`src/rtl/fetch_bp.sv`:
```
// Fetch stage with BTB-based dynamic branch prediction.
// Holds the PC, drives the instruction-memory address and packs the F/D bundle
// {pred_taken, pc, pc_plus, instr}. A direct-mapped BTB with 2-bit saturating
// counters predicts taken branches; decode/execute trains it via resolve_*.
// Ports:
//   clk, rst                : clock, synchronous active-high reset
//   stall, halt             : hold the PC
//   mispredict, redirect_pc : redirect fetch (overrides stall/halt)
//   resolve_*               : branch resolution feedback for BTB training
//   imem_addr, imem_instr   : instruction-memory address / returned instruction
//   pc                      : current PC
//   F_out                   : combinational F/D bundle for the current PC
module fetch_bp #(
  parameter int unsigned       DATA_W      = 16,
  parameter int unsigned       BTB_ENTRIES = 8,
  parameter int unsigned       PC_INC      = 2,
  parameter logic [DATA_W-1:0] RESET_PC    = '0
) (
  input  logic                clk,
  input  logic                rst,
  input  logic                stall,
  input  logic                halt,
  input  logic                mispredict,
  input  logic [DATA_W-1:0]   redirect_pc,
  input  logic                resolve_valid,
  input  logic [DATA_W-1:0]   resolve_pc,
  input  logic                resolve_taken,
  input  logic [DATA_W-1:0]   resolve_target,
  output logic [DATA_W-1:0]   imem_addr,
  input  logic [DATA_W-1:0]   imem_instr,
  output logic [DATA_W-1:0]   pc,
  output logic [3*DATA_W:0]   F_out
);

  localparam int unsigned IDX_W = $clog2(BTB_ENTRIES);
  localparam int unsigned OFF_W = $clog2(PC_INC);
  localparam int unsigned TAG_W = DATA_W - OFF_W - IDX_W;

  logic [BTB_ENTRIES-1:0] valid;
  logic [1:0]             ctr    [BTB_ENTRIES];
  logic [TAG_W-1:0]       tag    [BTB_ENTRIES];
  logic [DATA_W-1:0]      target [BTB_ENTRIES];

  logic [IDX_W-1:0]  idx;
  logic [TAG_W-1:0]  ptag;
  logic [IDX_W-1:0]  ridx;
  logic [TAG_W-1:0]  rtag;
  logic              hit;
  logic              upd_hit;
  logic              pred_taken;
  logic [DATA_W-1:0] pred_target;
  logic [DATA_W-1:0] pc_plus;
  logic [DATA_W-1:0] pc_next_c;
  logic              unused_rpc_lsb;

  // Offset bits of resolve_pc select nothing in the BTB.
  assign unused_rpc_lsb = ^resolve_pc;

  // Combinational lookup on the current PC; valid gates tag/target.
  assign idx         = pc[OFF_W +: IDX_W];
  assign ptag        = pc[OFF_W+IDX_W +: TAG_W];
  assign hit         = valid[idx] && (tag[idx] == ptag);
  assign pred_taken  = hit && ctr[idx][1];
  assign pred_target = target[idx];
  assign pc_plus     = pc + DATA_W'(PC_INC);

  assign ridx    = resolve_pc[OFF_W +: IDX_W];
  assign rtag    = resolve_pc[OFF_W+IDX_W +: TAG_W];
  assign upd_hit = valid[ridx] && (tag[ridx] == rtag);

  assign imem_addr = pc;
  assign F_out     = {pred_taken, pc, pc_plus, imem_instr};

  // Next-PC priority: mispredict beats halt/stall, then prediction, then sequential.
  always_comb begin
    pc_next_c = pc_plus;
    if (mispredict)        pc_next_c = redirect_pc;
    else if (halt || stall) pc_next_c = pc;
    else if (pred_taken)   pc_next_c = pred_target;
  end

  // PC register.
  always_ff @(posedge clk) begin
    if (rst) pc <= RESET_PC;
    else     pc <= pc_next_c;
  end

  // BTB valid bits and direction counters; reset discards a same-edge update.
  always_ff @(posedge clk) begin
    if (rst) begin
      valid <= '0;
      for (int i = 0; i < int'(BTB_ENTRIES); i++) ctr[i] <= 2'b01;
    end else if (resolve_valid) begin
      if (upd_hit) begin
        if (resolve_taken) ctr[ridx] <= (ctr[ridx] == 2'b11) ? 2'b11 : ctr[ridx] + 2'd1;
        else               ctr[ridx] <= (ctr[ridx] == 2'b00) ? 2'b00 : ctr[ridx] - 2'd1;
      end else if (resolve_taken) begin
        valid[ridx] <= 1'b1;
        ctr[ridx]   <= 2'b10;
      end
    end
  end

  // Tag/target payload: written on any taken resolve (tag is unchanged on a hit).
  always_ff @(posedge clk) begin
    if (!rst && resolve_valid && resolve_taken) begin
      tag[ridx]    <= rtag;
      target[ridx] <= resolve_target;
    end
  end

endmodule

```
`config.mk`:
```
export PLATFORM = sky130hd
export DESIGN_NAME = fetch_bp
export DESIGN_NICKNAME = d
export VERILOG_FILES = /design/src/rtl/fetch_bp.sv
export SDC_FILE = /design/constraint.sdc
export NUM_CORES = 1
export LEC_CHECK = 0
export ABC_CLOCK_PERIOD_IN_PS = 6700
export CAP_MARGIN = 0
export CORE_MARGIN = 2
export CORE_UTILIZATION = 40
export CTS_BUF_LIST = sky130_fd_sc_hd__clkbuf_4 sky130_fd_sc_hd__clkbuf_8
export DETAILED_ROUTE_END_ITERATION = 8
export PLACE_DENSITY_LB_ADDON = 0.2
export SYNTH_ARGS = -nofsm -noshare
export SYNTH_HDL_FRONTEND = slang
export SYNTH_SLANG_ARGS = --single-unit
```
`constraint.sdc`:
```
create_clock -name clk -period 6.7 [get_ports clk]
set_input_delay 1.34 -clock clk [delete_from_list [all_inputs] [get_ports clk]]
set_output_delay 1.34 -clock clk [all_outputs]
set_load 0.05 [all_outputs]
```
**After elaboration in Yosys (flattened, before gate mapping)**

Memory sizes are Yosys's and may differ from the RTL's. A register that Yosys moved wholly into a read port is not among the register bits.
Index checks and enable logic that the tools add are counted.

- Logic and storage cells: 70
- RAM bits: 240
- Memory bits (read-only): 0
- Latch bits: 0
- Memories: 3
- Register bits after elaboration: 24

Memories:

| memory | depth | width | read ports | clocked after Yosys merged registers in | write ports | line | text |
|---|---|---|---|---|---|---|---|
| target | 8 | 16 | 1 | 1 | 1 | 42 | `logic [DATA_W-1:0] target [BTB_ENTRIES];` |
| tag | 8 | 12 | 2 | 1 | 1 | 41 | `logic [TAG_W-1:0] tag [BTB_ENTRIES];` |
| ctr | 8 | 2 | 2 | 1 | 8 | 40 | `logic [1:0] ctr [BTB_ENTRIES];` |

- Reductions and logical operators: 11
- $mul: 0
- Add/sub/neg operators: 3
- Eq/ne operators: 4
- Bitwise operators: 4
- $lt $le $gt $ge: 3
- Div/mod/pow operators: 0
- Shift-type cells: 0
- Muxes and demuxes: 40

Operators by type and width:

| cell | count |
|---|---|
| $mux 16 | 3 |
| $eq 12x12->1 | 2 |
| $mux 1 | 22 |
| $mux 3 | 7 |
| $add 16x2->16 const B | 1 |
| $mux 2 | 5 |
| $lt 3x4->1 const B | 2 |
| $or 8x8->8 | 1 |
| $bmux 1 s3 | 2 |
| $logic_and 1x1->1 | 6 |
| $demux 1 s3 | 1 |
| $ge 3x1->1 const B | 1 |
| $reduce_and 3->1 | 1 |
| $add 2x1->2 const B | 1 |
| $eq 2x2->1 const B | 1 |
| $logic_not 2->1 | 1 |
| $ne 2x2->1 const B | 1 |
| $or 1x1->1 | 2 |
| $reduce_or 2->1 | 1 |
| $sub 2x1->2 const B | 1 |
| $logic_not 1->1 | 1 |
| $logic_or 1x1->1 | 1 |
| $not 1->1 | 1 |

**Depth between registers and ports, before layout**

- Depth in word-level cells: 11
- Mapped depth: 13
- Depth with buffers taken out: 8

**Worst setup path before layout**

No wires, ideal clock.

- Path kind: input -> register
- Start point: input resolve_pc[2]
- End point: memory ctr[0][0], data pin
- Data arrival time: 3.836 ns
- Required time: 6.419 ns
- Setup slack: 2.584 ns
- Stages: 9
- Cell sequence: buf_6 buf_4 mux2i_1 o32ai_1 or4_1 a2111oi_4 or4b_4 nor4b_4 o211ai_1

RTL lines:

| item | line | text |
|---|---|---|
| start, declared | 26 | `input logic [DATA_W-1:0] resolve_pc,` |
| end, declared | 40 |  |

==> impl_metrics.yaml <==
outcome:
  status: "finished, final reports clean"
critical_path:
  cp_max_fo: 33
  crit_chain: "mux4_2 -> mux2i_1 -> xnor2_1 -> nor4_1 -> nand4_1 -> nor3_1 -> clkdlybuf4s50_1"
  crit_arrival_ns: 4.41
  critPathKind: "reg2out"
  slowest_delay_ns: 0.92
  cp.buffers_inverters: 1
  cp_top_family: "multiplexers"
  cp_slowest_cell: "clkdlybuf4s50_1"
  rrSetupSlack_ns: 2.97
  setup.worst_path.start_class: "flip-flop"
  crit_required_ns: 5.36
  end_kind: "output port"
floorplan:
  die_h_um: 182
  pin_count: 152
  dieWidth_um: 182
  dieArea_um2: 33300
  rows: 65
  core_area_um2: 31500
  initial_core_util: 0.404
cts:
  ctsHoldBuffers: 0
  cts_setup_buffers: 0
  cts_tree: "built"
  cts_inserted_buffers: 44
  clk_pin_slew_ns: 0.06
  clk_latency_ns: 0.56
  root_buffer: "clkbuf_8"
  cts_resized: 0
  htree_levels: 2
  cts_sinks: 267
  cts_buffer_depth: 3
sta:
  setup_viol: 0
  setup-tns-final_ns: 0
  fin_worst_skew_ns: 0.0334
  clock.fmax_mhz: 174
  rsz0062_at_grt: "no"
  final_hold_viol_count: 0
  timing.final.crit_share: 0.858
  drv_slew: 0
  slew_headroom: 0.291
  whs_ns: 0.478
  tightest_slew_ns: 1.06
  timing.final.crit_period_ns: 5.75
detailed_routing:
  antenna_left: 0
  routed_wl_mm: 31.8
  drc: 0
  drt_pass1_iterations: 5
  wire_per_inst_um: 23.8
  vias: 7546
  vias_per_cell: 5.64
  drt_iter0_markers: 633
layout:
  register_area_um2: 7750
  final_cell_area_um2: 14900
  syn2layout_area_growth_pct: 16.9
  layout-drive-gt1-share: 0.215
  nFillCells: 2735
  post-route-util: 0.473
  fin_nets: 974
  stdcell_count: 1337
  diodes: 0
  multi_input_area_um2: 4260
place:
  dpl.hpwl_mm: 20.9
  gp_congestion: 0.836
  placed_area_um2: 14000
  dpl.cell_count: 1258
  port_buffers: 118
worst_hold_path:
  hold_class: "reg2reg"
  min_from: "valid[5]"
yosys:
  synth_cell_types: 62
  yosysSeqAreaShare: 0.609
  synthCells: 819
  synth_nets: 891
  synthArstFlopShare: 0
  yosys-top-cells-area: "edfxtp_1 57%, mux4_2 12%, dfxtp_1 4.2%, buf_4 3.2%, mux2i_1 2.3%"
  ys.flop_type: "edfxtp_1"
  avgSynthCellArea_um2: 15.5
  synth_warnings: 0
  synth-edff-count: 240
  yosysTopAreaCell: "edfxtp_1"
  yosysTopAreaCellShare: 0.566
  syn-cell-area_um2: 12700
  postSynthRegisterBits: 267
grt:
  grt_util_met3: 0.0327
  grt_usage: 0.195
  grt_max_degree: 36
  use_met2: 0.328
  antenna_found_initial: 0
  overflow: 0
  use_met1: 0.263
  grt_pass1_vias: 7675
  grt_busiest_layer: "met2"
  grt_pass1_wl_mm: 48.0
pwr:
  pwr-share-comb: 0.126
  netSwitchingFraction: 0.250
  irDropWorstVdd_mv: 0.114
  pwr-share-seq: 0.493
  power.density_nw_per_um2: 259
  power_frac_clock: 0.382
  switchingPower_uw: 963
  p_leak_nw: 4.73
  intPower_mw: 2.88
run:
  drv_cap: 0
## Yosys cell counts, types with 3 or more instances
| cell | count |
|---|---|
| a2111oi_0 | 3 |
| a211oi_1 | 10 |
| a21oi_1 | 21 |
| a221oi_1 | 15 |
| and3_1 | 3 |
| buf_1 | 4 |
| buf_2 | 14 |
| buf_4 | 54 |
| clkbuf_1 | 27 |
| dfxtp_1 | 27 |
| edfxtp_1 | 240 |
| inv_1 | 31 |
| mux2_2 | 17 |
| mux2i_1 | 29 |
| mux4_1 | 7 |
| mux4_2 | 70 |
| nand2_1 | 40 |
| nand2b_1 | 19 |
| nand3_1 | 19 |
| nand3b_1 | 3 |
| nand4_1 | 6 |
| nor2_1 | 23 |
| nor2b_1 | 7 |
| nor3_1 | 4 |
| o2111ai_1 | 3 |
| o211ai_1 | 21 |
| o21ai_1 | 3 |
| o21bai_1 | 8 |
| o22ai_1 | 5 |
| o32ai_1 | 7 |
| or2_2 | 3 |
| or3b_2 | 4 |
| xnor2_1 | 24 |
| xor2_1 | 12 |
## area by class of cell
cell class | instances | share of cell area
well taps | 402 | 0.0338
multi-input cells | 419 | 0.287
clock inverters | 17 | 0.0104
clock buffers | 62 | 0.0506
repair buffers | 139 | 0.0893
flip-flops and latches | 267 | 0.521
inverters | 31 | 0.00782
## logic make-up after synthesis
kind of cell / after synthesis / share of synthesized area
flip-flops: 267 / 0.609
multiplexers: 123 / 0.176
AND/OR/NAND/NOR: 143 / 0.0610
adder cells (fa/ha/maj): 1 / 0.000983
AO/OA/AOI/OAI: 116 / 0.0689
XOR/XNOR: 36 / 0.0248
buffers and inverters: 133 / 0.0593
## power by group through the flow
stage	combinational, mW	sequential, mW	clock, mW
2_1_floorplan	0.354	1.92	0
3_3_place_gp	0.482	1.93	0
3_5_place_dp	0.485	1.93	0
4_1_cts	0.486	1.90	1.50
5_1_grt	0.513	1.90	1.57
6_report	0.483	1.90	1.47
## placed cells by master (no fill, tap or decap), drive strengths merged, types with 12 or more instances in the layout
cell type,count
clkbuf,62
inv,32
edfxtp,240
nand3,19
buf,23
o211ai,21
clkdlybuf4s50,116
nor2,23
mux4,77
nand2b,19
a21oi,21
clkinv,13
mux2i,29
dfxtp,27
a221oi,15
mux2,17
xor2,12
nand2,40
xnor2,24
## tightest hold or removal path, delay by kind of cell, from the launching register on
kind	cells	cell delay, ns
buffers and inverters	1	0.05
AOI/OAI and AO/OA	1	0.05
DFF	1	0.32
## per-stage QoR
step	total power, mW	worst slack (ns)
2_1_floorplan	2.28	2.58
3_3_place_gp	2.41	1.51
3_5_place_dp	2.42	1.49
4_1_cts	3.88	0.903
5_1_grt	3.99	0.762
6_report	3.85	0.950
## state kept, by name, summed over array words and instances (netlist names), named ones only
register	cells
target	128
valid	8
imem_addr	16
tag	96
ctr	16
## routing by layer
metal,vias to the layer above,routed length (um)
li1,3367,-
met1,3856,13800
met2,264,15600
met3,59,1720
met4,0,704
met5,-,0
## path summary, 6_finish.rpt
kind	end	cells past startpoint
worst max register to register	flip-flop	8
worst min-delay path	valid[5]	2
worst max-delay path	F_out[48]	7
worst min register to register	valid[5]	2
No activity file was read; power rests on OpenSTA's default activity.
